<file path="config.mk">
export PLATFORM = sky130hd
export DESIGN_NAME = apb5_cmd_master_flat
export DESIGN_NICKNAME = d
export VERILOG_FILES = /design/src/rtl/apb5_pkg.sv /design/src/rtl/apb5_if_rev_e.sv /design/src/rtl/apb5_rsp_reg.sv /design/src/rtl/apb5_cmd_master.sv /design/src/flat_wrapper.sv
export SDC_FILE = /design/constraint.sdc
export NUM_CORES = 1
export LEC_CHECK = 0
export ABC_CLOCK_PERIOD_IN_PS = 1500
export BUFFER_PORTS_ARGS = -buffer_cell sky130_fd_sc_hd__buf_4
export CELL_PAD_IN_SITES_DETAIL_PLACEMENT = 1
export CELL_PAD_IN_SITES_GLOBAL_PLACEMENT = 2
export CORE_AREA = 3 3 148 294
export DETAILED_ROUTE_END_ITERATION = 10
export DIE_AREA = 0 0 151 297
export PLACE_DENSITY_LB_ADDON = 0.1
export SLEW_MARGIN = 15
export SYNTH_ARGS = -nofsm -noshare
export SYNTH_HDL_FRONTEND = slang
export SYNTH_SLANG_ARGS = --single-unit
</file>
<file path="constraint.sdc">
create_clock -name pclk -period 1.5 [get_ports pclk]
set_input_delay 0.075 -clock pclk [delete_from_list [all_inputs] [get_ports pclk]]
set_output_delay 0.075 -clock pclk [all_outputs]
set_load 0.01 [all_outputs]
</file>
<file path="src/rtl/apb5_pkg.sv">
// Shared definitions for the APB5 command master.
// Holds the transfer FSM encoding and the PPROT bit positions.
package apb5_pkg;

    typedef enum logic [1:0] {
        ST_IDLE   = 2'd0,
        ST_SETUP  = 2'd1,
        ST_ACCESS = 2'd2
    } apb_state_e;

    localparam int PPROT_PRIV   = 0;
    localparam int PPROT_NONSEC = 1;
    localparam int PPROT_INSTR  = 2;

endpackage

</file>
<file path="src/rtl/apb5_if_rev_e.sv">
// APB5 (rev E) bus bundle with requester and completer views.
interface apb5_if_rev_e #(
    parameter int ADDR_WIDTH      = 32,
    parameter int DATA_WIDTH      = 32,
    parameter int USER_REQ_WIDTH  = 32,
    parameter int USER_DATA_WIDTH = 32,
    parameter int USER_RESP_WIDTH = 32
);
    logic [ADDR_WIDTH-1:0]      paddr;
    logic [2:0]                 pprot;
    logic                       pnse;
    logic                       pselx;
    logic                       penable;
    logic                       pwrite;
    logic [DATA_WIDTH-1:0]      pwdata;
    logic [DATA_WIDTH/8-1:0]    pstrb;
    logic                       pready;
    logic [DATA_WIDTH-1:0]      prdata;
    logic                       pslverr;
    logic                       pwakeup;
    logic [USER_REQ_WIDTH-1:0]  pauser;
    logic [USER_DATA_WIDTH-1:0] pwuser;
    logic [USER_DATA_WIDTH-1:0] pruser;
    logic [USER_RESP_WIDTH-1:0] pbuser;

    modport master (
        output paddr, pprot, pnse, pselx, penable, pwrite, pwdata, pstrb,
               pwakeup, pauser, pwuser,
        input  pready, prdata, pslverr, pruser, pbuser
    );

    modport slave (
        input  paddr, pprot, pnse, pselx, penable, pwrite, pwdata, pstrb,
               pwakeup, pauser, pwuser,
        output pready, prdata, pslverr, pruser, pbuser
    );
endinterface

</file>
<file path="src/rtl/apb5_rsp_reg.sv">
// Response holding register: loads on a completed transfer, holds until consumed.
// A capture in the same cycle as a consume wins, so no response is ever dropped.
module apb5_rsp_reg #(
    parameter int DATA_WIDTH      = 32,
    parameter int USER_DATA_WIDTH = 32,
    parameter int USER_RESP_WIDTH = 32
) (
    input  logic                       clk_i,
    input  logic                       rst_i,
    input  logic                       capture_i,
    input  logic                       ready_i,
    input  logic [DATA_WIDTH-1:0]      rdata_i,
    input  logic                       slverr_i,
    input  logic [USER_DATA_WIDTH-1:0] ruser_i,
    input  logic [USER_RESP_WIDTH-1:0] buser_i,
    output logic                       valid_o,
    output logic [DATA_WIDTH-1:0]      rdata_o,
    output logic                       slverr_o,
    output logic [USER_DATA_WIDTH-1:0] ruser_o,
    output logic [USER_RESP_WIDTH-1:0] buser_o
);
    logic                       valid_q, valid_d;
    logic [DATA_WIDTH-1:0]      rdata_q;
    logic                       slverr_q;
    logic [USER_DATA_WIDTH-1:0] ruser_q;
    logic [USER_RESP_WIDTH-1:0] buser_q;

    always_comb begin
        valid_d = valid_q;
        if (capture_i) begin
            valid_d = 1'b1;
        end else if (ready_i) begin
            valid_d = 1'b0;
        end
    end

    always_ff @(posedge clk_i) begin
        if (rst_i) begin
            valid_q  <= 1'b0;
            rdata_q  <= '0;
            slverr_q <= 1'b0;
            ruser_q  <= '0;
            buser_q  <= '0;
        end else begin
            valid_q <= valid_d;
            if (capture_i) begin
                rdata_q  <= rdata_i;
                slverr_q <= slverr_i;
                ruser_q  <= ruser_i;
                buser_q  <= buser_i;
            end
        end
    end

    assign valid_o  = valid_q;
    assign rdata_o  = rdata_q;
    assign slverr_o = slverr_q;
    assign ruser_o  = ruser_q;
    assign buser_o  = buser_q;
endmodule

</file>
<file path="src/rtl/apb5_cmd_master.sv">
// APB5 requester: turns a valid/ready command into one SETUP/ACCESS transfer
// and parks the completion in a response register until it is consumed.
module apb5_cmd_master
    import apb5_pkg::*;
#(
    parameter int ADDR_WIDTH      = 32,
    parameter int DATA_WIDTH      = 32,
    parameter int USER_REQ_WIDTH  = 32,
    parameter int USER_DATA_WIDTH = 32,
    parameter int USER_RESP_WIDTH = 32
) (
    input  logic                       pclk,
    input  logic                       preset,
    input  logic                       cmd_valid,
    output logic                       cmd_ready,
    input  logic [ADDR_WIDTH-1:0]      cmd_addr,
    input  logic                       cmd_write,
    input  logic [DATA_WIDTH-1:0]      cmd_wdata,
    input  logic [DATA_WIDTH/8-1:0]    cmd_strb,
    input  logic [2:0]                 cmd_prot,
    input  logic                       cmd_nse,
    input  logic [USER_REQ_WIDTH-1:0]  cmd_auser,
    input  logic [USER_DATA_WIDTH-1:0] cmd_wuser,
    output logic                       rsp_valid,
    input  logic                       rsp_ready,
    output logic [DATA_WIDTH-1:0]      rsp_rdata,
    output logic                       rsp_slverr,
    output logic [USER_DATA_WIDTH-1:0] rsp_ruser,
    output logic [USER_RESP_WIDTH-1:0] rsp_buser,
    apb5_if_rev_e.master               m
);
    apb_state_e state_q, state_d;

    logic [ADDR_WIDTH-1:0]      addr_q;
    logic                       write_q;
    logic [DATA_WIDTH-1:0]      wdata_q;
    logic [DATA_WIDTH/8-1:0]    strb_q;
    logic [2:0]                 prot_q;
    logic                       nse_q;
    logic [USER_REQ_WIDTH-1:0]  auser_q;
    logic [USER_DATA_WIDTH-1:0] wuser_q;

    logic accept;
    logic capture;
    logic psel;
    logic pen;

    always_ff @(posedge pclk) begin
        if (preset) begin
            state_q <= ST_IDLE;
        end else begin
            state_q <= state_d;
        end
    end

    always_comb begin
        state_d   = state_q;
        cmd_ready = 1'b0;
        psel      = 1'b0;
        pen       = 1'b0;
        case (state_q)
            ST_IDLE: begin
                cmd_ready = !preset && (!rsp_valid || rsp_ready);
                if (cmd_valid && cmd_ready) state_d = ST_SETUP;
            end
            ST_SETUP: begin
                psel    = !preset;
                state_d = ST_ACCESS;
            end
            ST_ACCESS: begin
                psel = !preset;
                pen  = !preset;
                if (m.pready) state_d = ST_IDLE;
            end
            default: state_d = ST_IDLE;
        endcase
    end

    assign accept  = cmd_valid && cmd_ready;
    assign capture = pen && m.pready;

    // Write-only fields are zeroed at load so reads never leak stale data onto the bus.
    always_ff @(posedge pclk) begin
        if (preset) begin
            addr_q  <= '0;
            write_q <= 1'b0;
            wdata_q <= '0;
            strb_q  <= '0;
            prot_q  <= '0;
            nse_q   <= 1'b0;
            auser_q <= '0;
            wuser_q <= '0;
        end else if (accept) begin
            addr_q               <= cmd_addr;
            write_q              <= cmd_write;
            wdata_q              <= cmd_write ? cmd_wdata : '0;
            strb_q               <= cmd_write ? cmd_strb : '0;
            prot_q[PPROT_PRIV]   <= cmd_prot[PPROT_PRIV];
            prot_q[PPROT_NONSEC] <= cmd_prot[PPROT_NONSEC];
            prot_q[PPROT_INSTR]  <= cmd_prot[PPROT_INSTR];
            nse_q                <= cmd_nse;
            auser_q              <= cmd_auser;
            wuser_q              <= cmd_write ? cmd_wuser : '0;
        end
    end

    assign m.pselx   = psel;
    assign m.penable = pen;
    assign m.pwakeup = psel;
    assign m.paddr   = addr_q;
    assign m.pwrite  = write_q;
    assign m.pwdata  = wdata_q;
    assign m.pstrb   = strb_q;
    assign m.pprot   = prot_q;
    assign m.pnse    = nse_q;
    assign m.pauser  = auser_q;
    assign m.pwuser  = wuser_q;

    apb5_rsp_reg #(
        .DATA_WIDTH      (DATA_WIDTH),
        .USER_DATA_WIDTH (USER_DATA_WIDTH),
        .USER_RESP_WIDTH (USER_RESP_WIDTH)
    ) u_rsp (
        .clk_i     (pclk),
        .rst_i     (preset),
        .capture_i (capture),
        .ready_i   (rsp_ready),
        .rdata_i   (write_q ? '0 : m.prdata),
        .slverr_i  (m.pslverr),
        .ruser_i   (write_q ? '0 : m.pruser),
        .buser_i   (m.pbuser),
        .valid_o   (rsp_valid),
        .rdata_o   (rsp_rdata),
        .slverr_o  (rsp_slverr),
        .ruser_o   (rsp_ruser),
        .buser_o   (rsp_buser)
    );
endmodule

</file>
<file path="src/flat_wrapper.sv">
// flat-port wrapper written by rule: the top's interface ports become plain ports
module apb5_cmd_master_flat import apb5_pkg::*;
#(
    parameter int ADDR_WIDTH      = 32,
    parameter int DATA_WIDTH      = 32,
    parameter int USER_REQ_WIDTH  = 32,
    parameter int USER_DATA_WIDTH = 32,
    parameter int USER_RESP_WIDTH = 32
)
  (pclk, preset, cmd_valid, cmd_ready, cmd_addr, cmd_write, cmd_wdata, cmd_strb, cmd_prot, cmd_nse, cmd_auser, cmd_wuser, rsp_valid, rsp_ready, rsp_rdata, rsp_slverr, rsp_ruser, rsp_buser, m_paddr, m_pprot, m_pnse, m_pselx, m_penable, m_pwrite, m_pwdata, m_pstrb, m_pwakeup, m_pauser, m_pwuser, m_pready, m_prdata, m_pslverr, m_pruser, m_pbuser);
  apb5_if_rev_e #(.ADDR_WIDTH(ADDR_WIDTH), .DATA_WIDTH(DATA_WIDTH), .USER_REQ_WIDTH(USER_REQ_WIDTH), .USER_DATA_WIDTH(USER_DATA_WIDTH), .USER_RESP_WIDTH(USER_RESP_WIDTH)) m_i ();
  input  logic pclk;
  input  logic preset;
  input  logic cmd_valid;
  output logic cmd_ready;
  input  logic [ADDR_WIDTH-1:0] cmd_addr;
  input  logic cmd_write;
  input  logic [DATA_WIDTH-1:0] cmd_wdata;
  input  logic [DATA_WIDTH/8-1:0] cmd_strb;
  input  logic [2:0] cmd_prot;
  input  logic cmd_nse;
  input  logic [USER_REQ_WIDTH-1:0] cmd_auser;
  input  logic [USER_DATA_WIDTH-1:0] cmd_wuser;
  output logic rsp_valid;
  input  logic rsp_ready;
  output logic [DATA_WIDTH-1:0] rsp_rdata;
  output logic rsp_slverr;
  output logic [USER_DATA_WIDTH-1:0] rsp_ruser;
  output logic [USER_RESP_WIDTH-1:0] rsp_buser;
  output wire logic [$bits(m_i.paddr)-1:0] m_paddr;
  output wire logic [$bits(m_i.pprot)-1:0] m_pprot;
  output wire logic [$bits(m_i.pnse)-1:0] m_pnse;
  output wire logic [$bits(m_i.pselx)-1:0] m_pselx;
  output wire logic [$bits(m_i.penable)-1:0] m_penable;
  output wire logic [$bits(m_i.pwrite)-1:0] m_pwrite;
  output wire logic [$bits(m_i.pwdata)-1:0] m_pwdata;
  output wire logic [$bits(m_i.pstrb)-1:0] m_pstrb;
  output wire logic [$bits(m_i.pwakeup)-1:0] m_pwakeup;
  output wire logic [$bits(m_i.pauser)-1:0] m_pauser;
  output wire logic [$bits(m_i.pwuser)-1:0] m_pwuser;
  input wire logic [$bits(m_i.pready)-1:0] m_pready;
  input wire logic [$bits(m_i.prdata)-1:0] m_prdata;
  input wire logic [$bits(m_i.pslverr)-1:0] m_pslverr;
  input wire logic [$bits(m_i.pruser)-1:0] m_pruser;
  input wire logic [$bits(m_i.pbuser)-1:0] m_pbuser;
  assign m_paddr = m_i.paddr;
  assign m_pprot = m_i.pprot;
  assign m_pnse = m_i.pnse;
  assign m_pselx = m_i.pselx;
  assign m_penable = m_i.penable;
  assign m_pwrite = m_i.pwrite;
  assign m_pwdata = m_i.pwdata;
  assign m_pstrb = m_i.pstrb;
  assign m_pwakeup = m_i.pwakeup;
  assign m_pauser = m_i.pauser;
  assign m_pwuser = m_i.pwuser;
  assign m_i.pready = m_pready;
  assign m_i.prdata = m_prdata;
  assign m_i.pslverr = m_pslverr;
  assign m_i.pruser = m_pruser;
  assign m_i.pbuser = m_pbuser;
  apb5_cmd_master #(.ADDR_WIDTH(ADDR_WIDTH), .DATA_WIDTH(DATA_WIDTH), .USER_REQ_WIDTH(USER_REQ_WIDTH), .USER_DATA_WIDTH(USER_DATA_WIDTH), .USER_RESP_WIDTH(USER_RESP_WIDTH)) u_core (.pclk(pclk), .preset(preset), .cmd_valid(cmd_valid), .cmd_ready(cmd_ready), .cmd_addr(cmd_addr), .cmd_write(cmd_write), .cmd_wdata(cmd_wdata), .cmd_strb(cmd_strb), .cmd_prot(cmd_prot), .cmd_nse(cmd_nse), .cmd_auser(cmd_auser), .cmd_wuser(cmd_wuser), .rsp_valid(rsp_valid), .rsp_ready(rsp_ready), .rsp_rdata(rsp_rdata), .rsp_slverr(rsp_slverr), .rsp_ruser(rsp_ruser), .rsp_buser(rsp_buser), .m(m_i));
endmodule
</file>
**After elaboration in Yosys (flattened, before gate mapping)**

Cells that the tools add are included.

- Equal/unequal tests: 4
- Multiplexer cells: 13
- Reduce and logical (&&, ||, !) cells: 11

Operators by type and width:

| kind | number |
|---|---|
| two-way mux 32 bit | 4 |
| one-hot mux 2 bit (3 select lines) | 1 |
| two-way mux 1 bit | 5 |
| logical AND 1 bit | 4 |
| two-way mux 2 bit | 2 |
| two-way mux 4 bit | 1 |
| == test 2 x 1 -> 1 bit, second input constant | 1 |
| == test 2 bit, second input constant | 1 |
| zero test 1 bit | 2 |
| zero test 2 bit | 1 |
| inequality test 2 x 1 -> 1 bit, second input constant | 1 |
| inequality test 2 bit, second input constant | 1 |
| AND reduction 2 bit | 1 |
| nonzero test 2 bit | 1 |
| OR reduction 2 bit | 1 |
| logical OR 1 bit | 1 |

- Register bits: 237
- Bits of input ports: 239
- Output and inout bits: 239
- Logic and storage cells: 42

**Depth between registers and ports, before layout**

Gate-level depths: netlist of the first run.

- Depth after elaboration: 6
- Mapped depth: 8

**Modules after synthesis**

Synthesis of the first run repeated with hierarchy kept, for this count alone.

- Cells, all modules: 939
- Area total of the unflattened synthesis: 9761.9 um2

Modules (own cells, without submodules):

| module | instances | cells each | area each (um2) | seq. area each (um2) |
|---|---|---|---|---|
| apb5_cmd_master | 1 | 622 | 6301.0 | 2782.7 |
| apb5_rsp_reg | 1 | 317 | 3460.8 | 1961.9 |

**Worst setup path before layout of the first run**

No wires, ideal clock.

- Kind: register to register
- Start: reg u_core.state_q[0]
- End: reg u_core.addr_q[10] (netlist: u_core.m.paddr[10])
- Arrival time: 1.496 ns
- Required time: 1.379 ns
- Slack: -0.117 ns
- Cell stages (with the launch flop): 8
- Path through: dfxtp_1 inv_1 ha_1 nor2b_1 nand3_1 buf_6 buf_6 mux2_4

- Cells in the longest elaborated chain, start to end: 3

RTL lines:

| element | RTL line | text |
|---|---|---|
| from (decl) | apb5_cmd_master.sv:32 | `apb_state_e state_q, state_d;` |
| from (signal assigned) | apb5_cmd_master.sv:52 | `state_q <= state_d;` |
| zero test 2 bit | apb5_cmd_master.sv:61 | `case (state_q)` |
| two-way mux 1 bit | apb5_cmd_master.sv:61 |  |
| logical AND 1 bit | apb5_cmd_master.sv:79 | `assign accept = cmd_valid && cmd_ready;` |
| to (signal assigned) | apb5_cmd_master.sv:94 | `addr_q <= cmd_addr;` |
| to (decl) | apb5_cmd_master.sv:34 | `logic [ADDR_WIDTH-1:0] addr_q;` |

No other way between the ends.
A chain may end at the register's enable or synchronous reset.

**Worst setup path in the final report of the first run**

- Start: reg u_core.state_q[1]
- End: reg u_core.addr_q[6] (netlist: u_core.m.paddr[6])

The elaborated chain is that of the path after synthesis.

==> key figures, run 1 <==
Logic synthesis
  • Multiplexer share of the synthesized area: about 18%
  • Count of state elements after synthesis: approximately 240
  • Post-Synth Simple-Gate Area: 23.4%
  • Number of synthesized flops with an enable pin: 0
  • Area share of the largest cell type after synthesis: around 50%
  • Cell taking the most area after synthesis: dfxtp_1
  • Area fraction in compound gates after synthesis: approximately 3.6%
  • Area share of xor/xnor cells in the synthesized design: 0%
  • Cell area after technology mapping: about 9500 um2
  • Synth Net Count: roughly 1.2k
  • Primary FF master, synth: dfxtp_1
  • Dominant combinational cell family by area after synthesis: simple AND/OR/NAND/NOR gates
  • Post-synthesis cell type count: 22
  • Cell types with the highest counts after synthesis: nand2_1 (266), dfxtp_1 (237), nor2b_1 (77), mux2i_1 (68), nand3b_1 (67)
  • Syn Area/Cell: roughly 9.7 um2
  • Cell with the most instances after synthesis: nand2_1
  • Gate count of the mapped netlist: just under 1k
  • Yosys synthesis warning count: 0
  • Post-synthesis adder-cell area fraction: less than 1%
  • Register area share after synthesis: 50.0%
  • Leading cell types by total area after synthesis: dfxtp_1 (50%), nand2_1 (11%), mux2_4 (9.8%), mux2i_1 (7.2%), nand3b_1 (5.3%)
  • Proportion of register bits with asynchronous set or reset after synthesis: 0%

Route
  • Average wire per cell in the routed design: 18.6 um
  • DRT Pass-1 Iters: 4
  • Count of antenna-violating nets left after detailed routing: 0
  • Routed wire length: approximately 43000 um
  • Total number of vias: 9888
  • DRC violations left: 0
  • Count of routing violations after the opening detailed-route iteration: 230
  • Via-per-instance ratio: approximately 4.3

Floorplan
  • Die extent in x: around 150 um
  • Number of standard-cell rows in the floorplan: ~110
  • Top-level port count: about 480
  • Starting density of the core: 22.8%
  • Die ar.: between 40000 and 50000 um2
  • Area inside the core boundary: 41600 um2
  • Die Height: just under 300 um

Timing
  • Unrepaired setup endpoints after global routing: true
  • Highest achievable clock rate: 593 MHz
  • Final hold slack: 0.0186 ns
  • Final Cycle Share: 112%
  • Max-slew headroom at the worst pin: between 70% and 80%
  • Transition time of the tightest slew-check pin: 0.423 ns
  • Count of final hold-check violations: 0
  • Period minus WS final: roughly 1.7 ns
  • Skew final: between 0.009 and 0.01 ns
  • Final-report setup violation count: ~180
  • Fin worst setup slack: -0.186 ns
  • Final Max Slew Viols: 0

Setup path
  • Type of origin of the critical path: flip-flop
  • Data arrival time at the worst-slack endpoint: about 2.1 ns
  • Peak fanout along the critical path: 7
  • Worst-case register-to-register setup slack: -0.19 ns
  • Type of the worst setup path: reg2reg
  • CP endpoint kind: flip-flop
  • Data required, critical path: roughly 1.9 ns

Power
  • Worst vdd ir: between 0.0007 and 0.0008 V
  • Sw frac: a little over a quarter
  • Ratio of total power to cell area: between 1000 and 1500 nW/um2
  • Share of power burned in combinational logic: 30.0%
  • Net load switching power: around 5600 uW
  • Clock share of power: between 30% and 40%
  • P_int: about 15000 uW
  • Sequential cell fraction of total power: 35.6%
  • Pleak: between 0.008 and 0.009 uW

Global route
  • Number of antenna violations at the first check in global routing: 0
  • Global-route usage over all layers: around 17%
  • Remaining global-route overflow: 0
  • Maximum number of pins on one net before global-route repair: 80
  • Number of global-route vias before repair: 10.6k
  • Wire length of the first global-routing pass: 60700 um

Flow run
  • Max cap viols: 0

Final layout
  • Storage element area: around 4700 um2
  • Filler-free cell count of the finished design: between 2k and 2.5k
  • Layout cell share with drive strength beyond 1: roughly two fifths
  • Fill cell total of the finished layout: 4705
  • Multi-input combinational cell area: between 4000 and 5000 um2
  • Area Growth Syn to Fin: 94.4%
  • Final layout net count: roughly 2.0k
  • Final core occ: roughly 44%

Placement
  • Post-DP HPWL: 28800 um
  • Number of port buffers: ~480
  • Placed cell count: slightly below 2k
  • Pre-CTS setup slack: -0.133 ns
  • Routability cong.: approximately 0.73

Status
  • Failing checks: negative setup slack
  • Outcome: finished with violations

Clocking
  • TritonCTS buffer count: 26
  • Post-CTS clock slew at the launch and capture registers of the worst setup and hold paths: approximately 0.07 ns
  • CTS tree: built
  • CTS root buffer: clkbuf_16
  • Number of sinks handled by clock tree synthesis: approximately 240
  • Source-to-sink clock delay at the later pin of the worst-skew pair: about 0.55 ns
  • Count of H-tree levels built during CTS: 1
  • Clock Tree Buf Depth: 3

Hold path
  • Hold Path Class: in2reg
layout by cell type (no fill, tap or decap), types with 2 or more instances in the layout:
cell / Yosys / final
buf_4: 9 / 504
nand2_1: 266 / 266
dlygate4sd3_1: 0 / 262
dfxtp_1: 237 / 234
nor2b_1: 77 / 75
nand3b_1: 67 / 67
mux2i_1: 68 / 67
mux2_4: 62 / 62
a21oi_1: 63 / 54
clkbuf_16: 0 / 44
nand3_1: 37 / 36
buf_12: 0 / 25
buf_6: 8 / 10
a21oi_2: 0 / 9
clkbuf_1: 33 / 9
mux2_2: 7 / 7
buf_8: 0 / 7
bufinv_16: 0 / 5
buf_16: 0 / 5
nand4_1: 4 / 4
clkbuf_8: 0 / 3
dfxtp_2: 0 / 3
nand2b_1: 2 / 2
nor2b_4: 0 / 2
clkinv_2: 0 / 2
o2111ai_1: 2 / 2
ha_1: 4 / 2
through the flow:
stage | total power (uW) | setup TNS (ns) | area [um2]
CTS | 20500 | -11.16 | 17700
floorplan | 9880 | 0 | 9530
global placement | 12300 | -2.53 | 14000
detailed placement | 12300 | -6.64 | 14000
finish | 20700 | -12.43 | 18400
global route | 21700 | -24.70 | 18400
worst max-delay path: stages, from the launching register on:
cell	delay (ns)
dfxtp_2	0.33
inv_2	0.07
ha_4	0.12
nor2b_4	0.17
nand3_4	0.11
buf_12	0.17
buf_6	0.13
clkbuf_16	0.17
mux2_4	0.29
final cells by class:
type                    instances  area share, %
diodes                          1         0.0136
clock buffers                  39           4.07
clock inverters                 8          0.930
inverters                       4          0.102
multi-input cells             662           23.8
flip-flops and latches        237           25.7
well taps                     540           3.66
repair buffers                830           41.7
layer usage:
metal / GRT usage, % / vias up / routed length [um]
met1: 17.4 / 4712 / 15000
met4: 5.64 / 0 / 1240
met2: 33.3 / 335 / 24000
li1: - / 4790 / -
met5: 0 / - / 0
met3: 4.34 / 51 / 2890
flip-flops by register name (all words and copies together), names as in the netlist, 2 cells and up:
signal and cells:
u_core.u_rsp.ruser_o 32, u_core.state_q 2, u_core.u_rsp.buser_o 32, u_core.m.pprot 3, u_core.m.paddr 32, u_core.m.pstrb 4
u_core.u_rsp.rdata_o 32, u_core.m.pwuser 32, u_core.m.pauser 32, u_core.m.pwdata 32
repair_timing:
| action | in CTS | in global routing |
|---|---|---|
| hold buffers | 262 | 0 |
| gates cloned | 3 | 19 |
| hold endpoints to repair | 235 | 0 |
| buffers inserted | 4 | 17 |
| resized for setup | 15 | 47 |
| pin swaps | 1 | 11 |
| setup endpoints to repair | 163 | 234 |
power by group through the flow:
stage               sequential [uW]  clock, uW  combinational, uW
finish                         7380       7130               6210
global route                   7470       7630               6620
CTS                            7370       7430               5660
detailed placement             7490          0               4830
global placement               7480          0               4790
floorplan                      7770          0               2110
cell families after synthesis:
| family | Yosys count |
|---|---|
| simple gates | 455 |
| flops | 237 |
| mux | 137 |
| buf+inv | 83 |
| compound gates | 66 |
| fa+ha+maj | 4 |
final timing paths:
path                                         startpoint                       to  cells past startpoint
worst max-delay path                  u_core.state_q[1]        u_core.m.paddr[6]                      8
worst min-delay path                          cmd_write       u_core.m.pwdata[6]                      3
worst max register to register        u_core.state_q[1]        u_core.m.paddr[6]                      8
worst min register to register  u_core.u_rsp.rdata_o[0]  u_core.u_rsp.rdata_o[0]                      2
Note: power is estimated with default switching activity, not from simulation.
==> run 2: changes to the inputs <==
--- a/config.mk
+++ b/config.mk
@@ -5,13 +5,14 @@
 export SDC_FILE = /design/constraint.sdc
 export NUM_CORES = 1
 export LEC_CHECK = 0
+export ABC_AREA = 1
 export ABC_CLOCK_PERIOD_IN_PS = 1500
 export BUFFER_PORTS_ARGS = -buffer_cell sky130_fd_sc_hd__buf_4
 export CELL_PAD_IN_SITES_DETAIL_PLACEMENT = 1
 export CELL_PAD_IN_SITES_GLOBAL_PLACEMENT = 2
-export CORE_AREA = 3 3 148 294
+export CORE_AREA = 3 3 151 299
 export DETAILED_ROUTE_END_ITERATION = 10
-export DIE_AREA = 0 0 151 297
+export DIE_AREA = 0 0 154 302
 export PLACE_DENSITY_LB_ADDON = 0.1
 export SLEW_MARGIN = 15
 export SYNTH_ARGS = -nofsm -noshare
==> run 2 against run 1 <==
The flow still finishes with violations (negative setup slack); flip-flop and latch count unchanged; critical path depth up 1; synthesized area decreased by 5.1%; combinational power up 8.2%; via count up 8.6%.
==> key figures, run 2 <==
Status
  • Outcome: finished with violations
  • Failing checks: negative setup slack

Timing
  • Final Max Slew Viols: 0 (unchanged)
  • Transition time of the tightest slew-check pin: 0.545 ns (+0.121 ns)
  • Skew final: 0.00885 ns (-0.000678 ns)
  • Period minus WS final: 1.61 ns (-0.0800 ns)
  • Fin worst setup slack: -0.106 ns (+0.0800 ns)
  • Highest achievable clock rate: 623 MHz (+5.0%)
  • Max-slew headroom at the worst pin: 63.7% (-8.1 points)
  • Final Cycle Share: 107% (-5.3 points)
  • Unrepaired setup endpoints after global routing: true
  • Final-report setup violation count: 140 (-23%)
  • Count of final hold-check violations: 0 (unchanged)

Placement
  • Cell Area, Placed: 13300 um2 (-4.5%)
  • Number of port buffers: 477 (unchanged)
  • Routability cong.: 0.756 (+3.4%)
  • Post-DP HPWL: 30000 um (+4.1%)
  • Pre-CTS setup slack: -0.107 ns (+0.0269 ns)

Setup path
  • Data required, critical path: 1.90 ns (-0.03 ns)
  • CP endpoint kind: flip-flop
  • Crit-path cells: inv_4 > ha_4 > buf_6 > nand4_4 > buf_12 > buf_12 > clkbuf_16 > nand2_2 > a21oi_1
  • Peak fanout along the critical path: 8 (+1)
  • Data arrival time at the worst-slack endpoint: 2.00 ns (-0.12 ns)
  • Cell occurring most often along the worst timing path: buf_12
  • Type of the worst setup path: reg2reg
  • Crit path largest cell delay: 0.33 ns (about the same)
  • Type of origin of the critical path: flip-flop
  • Sum of buffers and inverters on the critical path: 5 (+1)
  • Cell with the largest stage delay on the worst path: dfxtp_2
  • Kind of cell adding the most delay to the critical path: buffers and inverters

Logic synthesis
  • Cell with the most instances after synthesis: nand2_1
  • Leading cell types by total area after synthesis: dfxtp_1 (53%), nand2_1 (20%), a21oi_1 (11%), nand3_1 (5.6%), inv_1 (3.2%)
  • Register area share after synthesis: 52.7% (+2.7 points)
  • Post-synthesis cell type count: 19 (-14%)
  • Syn Area/Cell: 7.49 um2 (-22%)
  • Proportion of register bits with asynchronous set or reset after synthesis: 0% (unchanged)
  • Cell area after technology mapping: 9000 um2 (-5.1%)
  • Count of state elements after synthesis: 237 (unchanged)
  • Area share of the largest cell type after synthesis: 52.7% (+2.7 points)
  • Number of synthesized flops with an enable pin: 0 (unchanged)
  • Primary FF master, synth: dfxtp_1
  • Gate count of the mapped netlist: 1202 (+22%)
  • Cell taking the most area after synthesis: dfxtp_1
  • Cell types with the highest counts after synthesis: nand2_1 (477), dfxtp_1 (237), a21oi_1 (202), nand3_1 (100), inv_1 (76)
  • Synth Net Count: 1445 (+18%)
  • Yosys synthesis warning count: 0 (unchanged)

Global route
  • Wire length of the first global-routing pass: 66100 um (+8.9%)
  • Number of global-route vias before repair: 11.3k (+6.2%)
  • Global-route usage over all layers: 17.8% (+0.62 points)
  • Number of antenna violations at the first check in global routing: 0 (unchanged)
  • Remaining global-route overflow: 0 (unchanged)
  • Maximum number of pins on one net before global-route repair: 99 (+24%)

Power
  • Pleak: 0.00818 uW (-5.9%)
  • Total power consumption of the routed design: 20800 uW (+0.31%)
  • Ratio of total power to cell area: 1170 nW/um2 (+3.7%)
  • Worst vdd ir: 0.000783 V (+4.0%)

Clocking
  • CTS root buffer: clkbuf_16
  • CTS tree: built
  • Number of sinks handled by clock tree synthesis: 237 (unchanged)
  • Clock Tree Buf Depth: 3 (unchanged)
  • TritonCTS buffer count: 27 (+3.8%)
  • Source-to-sink clock delay at the later pin of the worst-skew pair: 0.54 ns (about the same)
  • Count of H-tree levels built during CTS: 1 (unchanged)
  • Post-CTS clock slew at the launch and capture registers of the worst setup and hold paths: 0.06 ns (about the same)

Final layout
  • Multi-input combinational cell area: 3860 um2 (-12%)
  • Final layout net count: 2176 (+8.6%)
  • Storage element area: 4750 um2 (about the same)
  • Area Growth Syn to Fin: 98.2%
  • Highest-count cells in the layout ignoring fill and taps: buf_4 (493), nand2_1 (399), dlygate4sd3_1 (238), dfxtp_1 (235), a21oi_1 (185)
  • Fill cell total of the finished layout: 5084 (+8.1%)
  • Commonest non-fill, non-tap cell in the layout: buf_4
  • Total inserted antenna cells: 0 (-1)
  • Layout cell share with drive strength beyond 1: 36.6% (-2.6 points)
  • Non-Filler Cell Area, Final: 17800 um2 (-3.3%)

Floorplan
  • Die ar.: 46500 um2 (+3.7%)
  • Starting density of the core: 20.9% (-1.8 points)
  • Top-level port count: 478 (unchanged)
  • Die Height: 302 um (+1.7%)
  • Number of standard-cell rows in the floorplan: 107 (+0.94%)
  • Area inside the core boundary: 43000 um2 (+3.2%)
  • Die extent in x: 154 um (+2.0%)

Route
  • Routed wire length: 46000 um (+6.6%)
  • Count of routing violations after the opening detailed-route iteration: 311 (+35%)
  • Total number of vias: 10.7k (+8.6%)
  • Count of antenna-violating nets left after detailed routing: 0 (unchanged)
  • Average wire per cell in the routed design: 18.4 um (-0.92%)
  • DRT Pass-1 Iters: 4 (unchanged)
  • Via-per-instance ratio: 4.30 (+0.92%)
  • DRC violations left: 0 (unchanged)

Flow run
  • Max cap viols: 0 (unchanged)

Hold path
  • Hold Path Class: in2reg
run 2: changes by cell type after synthesis, moves of 67 or more:
cell and change:
nor2b_1 -77, a21oi_1 +139, inv_1 +73, nand3b_1 -67
nand2_1 +211, mux2i_1 -68
run 2: layout make-up:
type                            count  share of cell area [%]
Clock inverter                     12                   0.681
Multi-Input combinational cell    793                    21.7
Timing Repair Buffer              793                    41.0
Timing Repair inverter              1                  0.0631
Inverter                           80                    1.80
Sequential cell                   237                    26.6
Tap cell                          545                    3.82
Clock buffer                       36                    4.31
run 2: path summary, 6_finish.rpt:
path | start | endpoint | slack (ns) | depth (start not counted)
min | preset | u_core.u_rsp.rdata_o[5] | 0.08 | 3
max | u_core.state_q[0] | u_core.m.paddr[24] | -0.11 | 9
max reg2reg | u_core.state_q[0] | u_core.m.paddr[24] | -0.11 | 9
min reg2reg | u_core.m.pauser[11] | u_core.m.pauser[11] | 0.46 | 2
run 2: logic make-up after synthesis:
| logic type | Yosys count | synth area share (%) |
|---|---|---|
| compound gates | 204 | 11.3 |
| fa+ha+maj | 4 | 0.556 |
| buf+inv | 172 | 9.19 |
| flops | 237 | 52.7 |
| simple gates | 585 | 26.2 |
run 2: per-stage QoR:
step                      hold slack [ns]  setup TNS, ns  utilization [%]  instances
after floorplan                     0.186              0                -       1202
after global placement              0.275         -0.531             31.1       2176
after detailed placement            0.280          -8.03             31.1       2176
after CTS                          0.0894         -10.79             39.5       2476
after global routing                0.100         -19.17             41.5       2497
final                              0.0848          -8.91             41.5       2497
run 2: tightest hold or removal path: stages:
cell     delay, ns
buf_6         0.12
buf_12        0.22
a21oi_1       0.16
run 2: where the power goes:
part | internal (uW) | total, uW | switching [uW]
Sequential | 6890 | 7280 | 388
Combinational | 3540 | 6720 | 3180
Clock | 3940 | 6790 | 2850
run 2: timing repair:
item	in CTS	in global routing
gates cloned	6	18
setup endpoints to repair	178	143
hold endpoints to repair	237	0
pin swaps	3	19
hold buffers	238	0
resized for setup	41	135
setup buffers	8	4
run 2: layer usage:
| layer | track usage (%) | routed length, um | up-vias |
|---|---|---|---|
| met5 | 0 | 0 | - |
| met2 | 33.9 | 24800 | 343 |
| met3 | 3.84 | 2710 | 61 |
| met4 | 5.68 | 1400 | 0 |
| met1 | 19.5 | 17100 | 5078 |
| li1 | - | - | 5254 |
==> run 3: changes to the inputs <==
--- a/config.mk
+++ b/config.mk
@@ -13,6 +13,7 @@
 export CORE_AREA = 3 3 151 299
 export DETAILED_ROUTE_END_ITERATION = 10
 export DIE_AREA = 0 0 154 302
+export MAX_ROUTING_LAYER = met4
 export PLACE_DENSITY_LB_ADDON = 0.1
 export SLEW_MARGIN = 15
 export SYNTH_ARGS = -nofsm -noshare
==> run 3 against run 2 <==
The flow still finishes with violations (negative setup slack); non-clock buffer count shrank 2; fmax grew 0.26%; core utilization grew 0.13 points; sequential power hardly changed; critical endpoint unchanged; highest routed layer unchanged.
==> key figures, run 3 (synthesis results as in run 2) <==
Status
  • Outcome: finished with violations
  • Failing checks: negative setup slack

Final layout
  • Layout cell share with drive strength beyond 1: 36.9% (+0.29 points)
  • Storage element area: 4750 um2 (unchanged)
  • Multi-input combinational cell area: 3910 um2 (+1.2%)
  • Final layout net count: 2174 (-0.092%)
  • Highest-count cells in the layout ignoring fill and taps: buf_4 (491), nand2_1 (403), dlygate4sd3_1 (238), dfxtp_1 (235), a21oi_1 (174)
  • Commonest non-fill, non-tap cell in the layout: buf_4
  • Area Growth Syn to Fin: 98.8%
  • Fill cell total of the finished layout: 5090 (+0.12%)

Clocking
  • Source-to-sink clock delay at the later pin of the worst-skew pair: 0.54 ns (about the same)
  • Number of sinks handled by clock tree synthesis: 237 (unchanged)
  • CTS tree: built
  • CTS root buffer: clkbuf_16
  • Clock Tree Buf Depth: 3 (unchanged)
  • Post-CTS clock slew at the launch and capture registers of the worst setup and hold paths: 0.07 ns (about the same)
  • Count of H-tree levels built during CTS: 1 (unchanged)
  • TritonCTS buffer count: 27 (unchanged)

Floorplan
  • Area inside the core boundary: 43000 um2 (unchanged)
  • Starting density of the core: 20.9% (unchanged)
  • Top-level port count: 478 (unchanged)
  • Number of standard-cell rows in the floorplan: 107 (unchanged)
  • Die Height: 302 um (unchanged)
  • Die extent in x: 154 um (unchanged)
  • Die ar.: 46500 um2 (unchanged)

Setup path
  • Origin of the worst setup path: u_core.state_q[0]
  • Type of origin of the critical path: flip-flop
  • Type of the worst setup path: reg2reg
  • CP endpoint kind: flip-flop
  • Data arrival time at the worst-slack endpoint: 2.00 ns (about the same)
  • Peak fanout along the critical path: 8 (unchanged)
  • Cell depth of the worst flop-to-flop path: 9 (unchanged)
  • RR Startpoint: u_core.state_q[0]
  • Data required, critical path: 1.90 ns (about the same)

Placement
  • Pre-CTS setup slack: -0.107 ns (unchanged)
  • Post-DP HPWL: 30000 um (unchanged)
  • Number of port buffers: 477 (unchanged)
  • Routability cong.: 0.766 (+1.3%)

Hold path
  • Hold wc startpoint: preset
  • Hold Path Class: in2reg
  • Cell count of the worst hold path: 3 (unchanged)

Timing
  • Final Cycle Share: 107% (-0.27 points)
  • Unrepaired setup endpoints after global routing: true
  • Final-report setup violation count: 138 (-1.4%)
  • Transition time of the tightest slew-check pin: 0.568 ns (+0.0230 ns)
  • Count of final hold-check violations: 0 (unchanged)
  • Total negative slack for setup checks: -8.76 ns (+0.144 ns)
  • Final hold slack: 0.0824 ns (-0.00238 ns)
  • Skew final: 0.00956 ns (+0.000705 ns)
  • Max-slew headroom at the worst pin: 62.2% (-1.5 points)
  • Period minus WS final: 1.60 ns (-0.00411 ns)
  • Final Max Slew Viols: 0 (unchanged)
  • Highest achievable clock rate: 624 MHz (+0.26%)
  • Fin worst setup slack: -0.102 ns (+0.00411 ns)

Route
  • Count of antenna-violating nets left after detailed routing: 0 (unchanged)
  • DRT Pass-1 Iters: 6 (+2)
  • Total number of vias: 10.7k (+0.047%)
  • Routed wire length: 45900 um (-0.20%)
  • DRC violations left: 0 (unchanged)
  • Via-per-instance ratio: 4.30 (about the same)
  • Count of routing violations after the opening detailed-route iteration: 284 (-8.7%)
  • Average wire per cell in the routed design: 18.4 um (-0.20%)

Global route
  • Wire length of the first global-routing pass: 66100 um (-0.13%)
  • Global-route usage over all layers: 18.3% (+0.51 points)
  • Remaining global-route overflow: 0 (unchanged)
  • Maximum number of pins on one net before global-route repair: 99 (unchanged)
  • Number of antenna violations at the first check in global routing: 2 (+2)
  • Number of global-route vias before repair: 11.3k (+0.018%)

Flow run
  • Max cap viols: 0 (unchanged)

Power
  • Ratio of total power to cell area: 1160 nW/um2 (-0.17%)
  • Pleak: 0.00819 uW (about the same)
  • Worst vdd ir: 0.000787 V (+0.52%)
-- run 3: cell count changes in the layout (fill, tap and decap cells not counted), moves of 3 or more --
cell and change:
nand2_4 +3, a21oi_2 +11, nand2_2 -7, a21oi_1 -11, nand2_1 +4
-- run 3: area by class of cell --
type / instances / area share (%)
antenna: 2 / 0.0280
tap: 545 / 3.81
clock buffer: 36 / 4.30
timing repair buffer: 791 / 40.9
multi-input combinational: 793 / 21.9
timing repair inverter: 1 / 0.0909
clock inverter: 12 / 0.678
inverter: 80 / 1.79
sequential: 237 / 26.5
-- run 3: repair_timing --
action | in CTS | in global routing
cloned | 6 | 18
setup buffers | 8 | 4
pin swaps | 3 | 26
endpoints found under the hold margin | 237 | 0
resized for setup | 41 | 147
setup endpoints to repair | 178 | 143
hold buffers | 238 | 0
-- run 3: per-stage QoR --
stage          instances  util (%)  area, um2  power, uW
6_report            2497      41.6      17900      20800
5_1_grt             2497      41.6      17900      22000
4_1_cts             2476      39.5      17000      20300
3_5_place_dp        2176      31.1      13300      12000
3_3_place_gp        2176      31.1      13300      11900
2_1_floorplan       1202         -       9000       9460
-- run 3: worst max-delay path: stages, from the launching register on --
cell	delay (ns)
dfxtp_2	0.34
inv_4	0.08
ha_4	0.14
buf_6	0.09
nand4_4	0.16
buf_12	0.19
buf_12	0.15
clkbuf_16	0.17
nand2_2	0.06
a21oi_1	0.06
-- run 3: power by group --
group,internal (uW),switching [uW]
Combinational,3550,3190
Clock,3940,2860
Sequential,6890,388
-- run 3: final timing paths --
check | endpoint | slack (ns)
worst max-delay path | u_core.m.paddr[24] | -0.10
worst min-delay path | u_core.m.pnse | 0.08
worst max register to register | u_core.m.paddr[24] | -0.10
worst min register to register | u_core.u_rsp.buser_o[16] | 0.46
-- run 3: layer usage --
metal | GRT usage [%] | wire (um)
met1 | 19.5 | 16800
met2 | 33.9 | 24900
met3 | 3.72 | 2890
met4 | 5.68 | 1350
met5 | - | 0
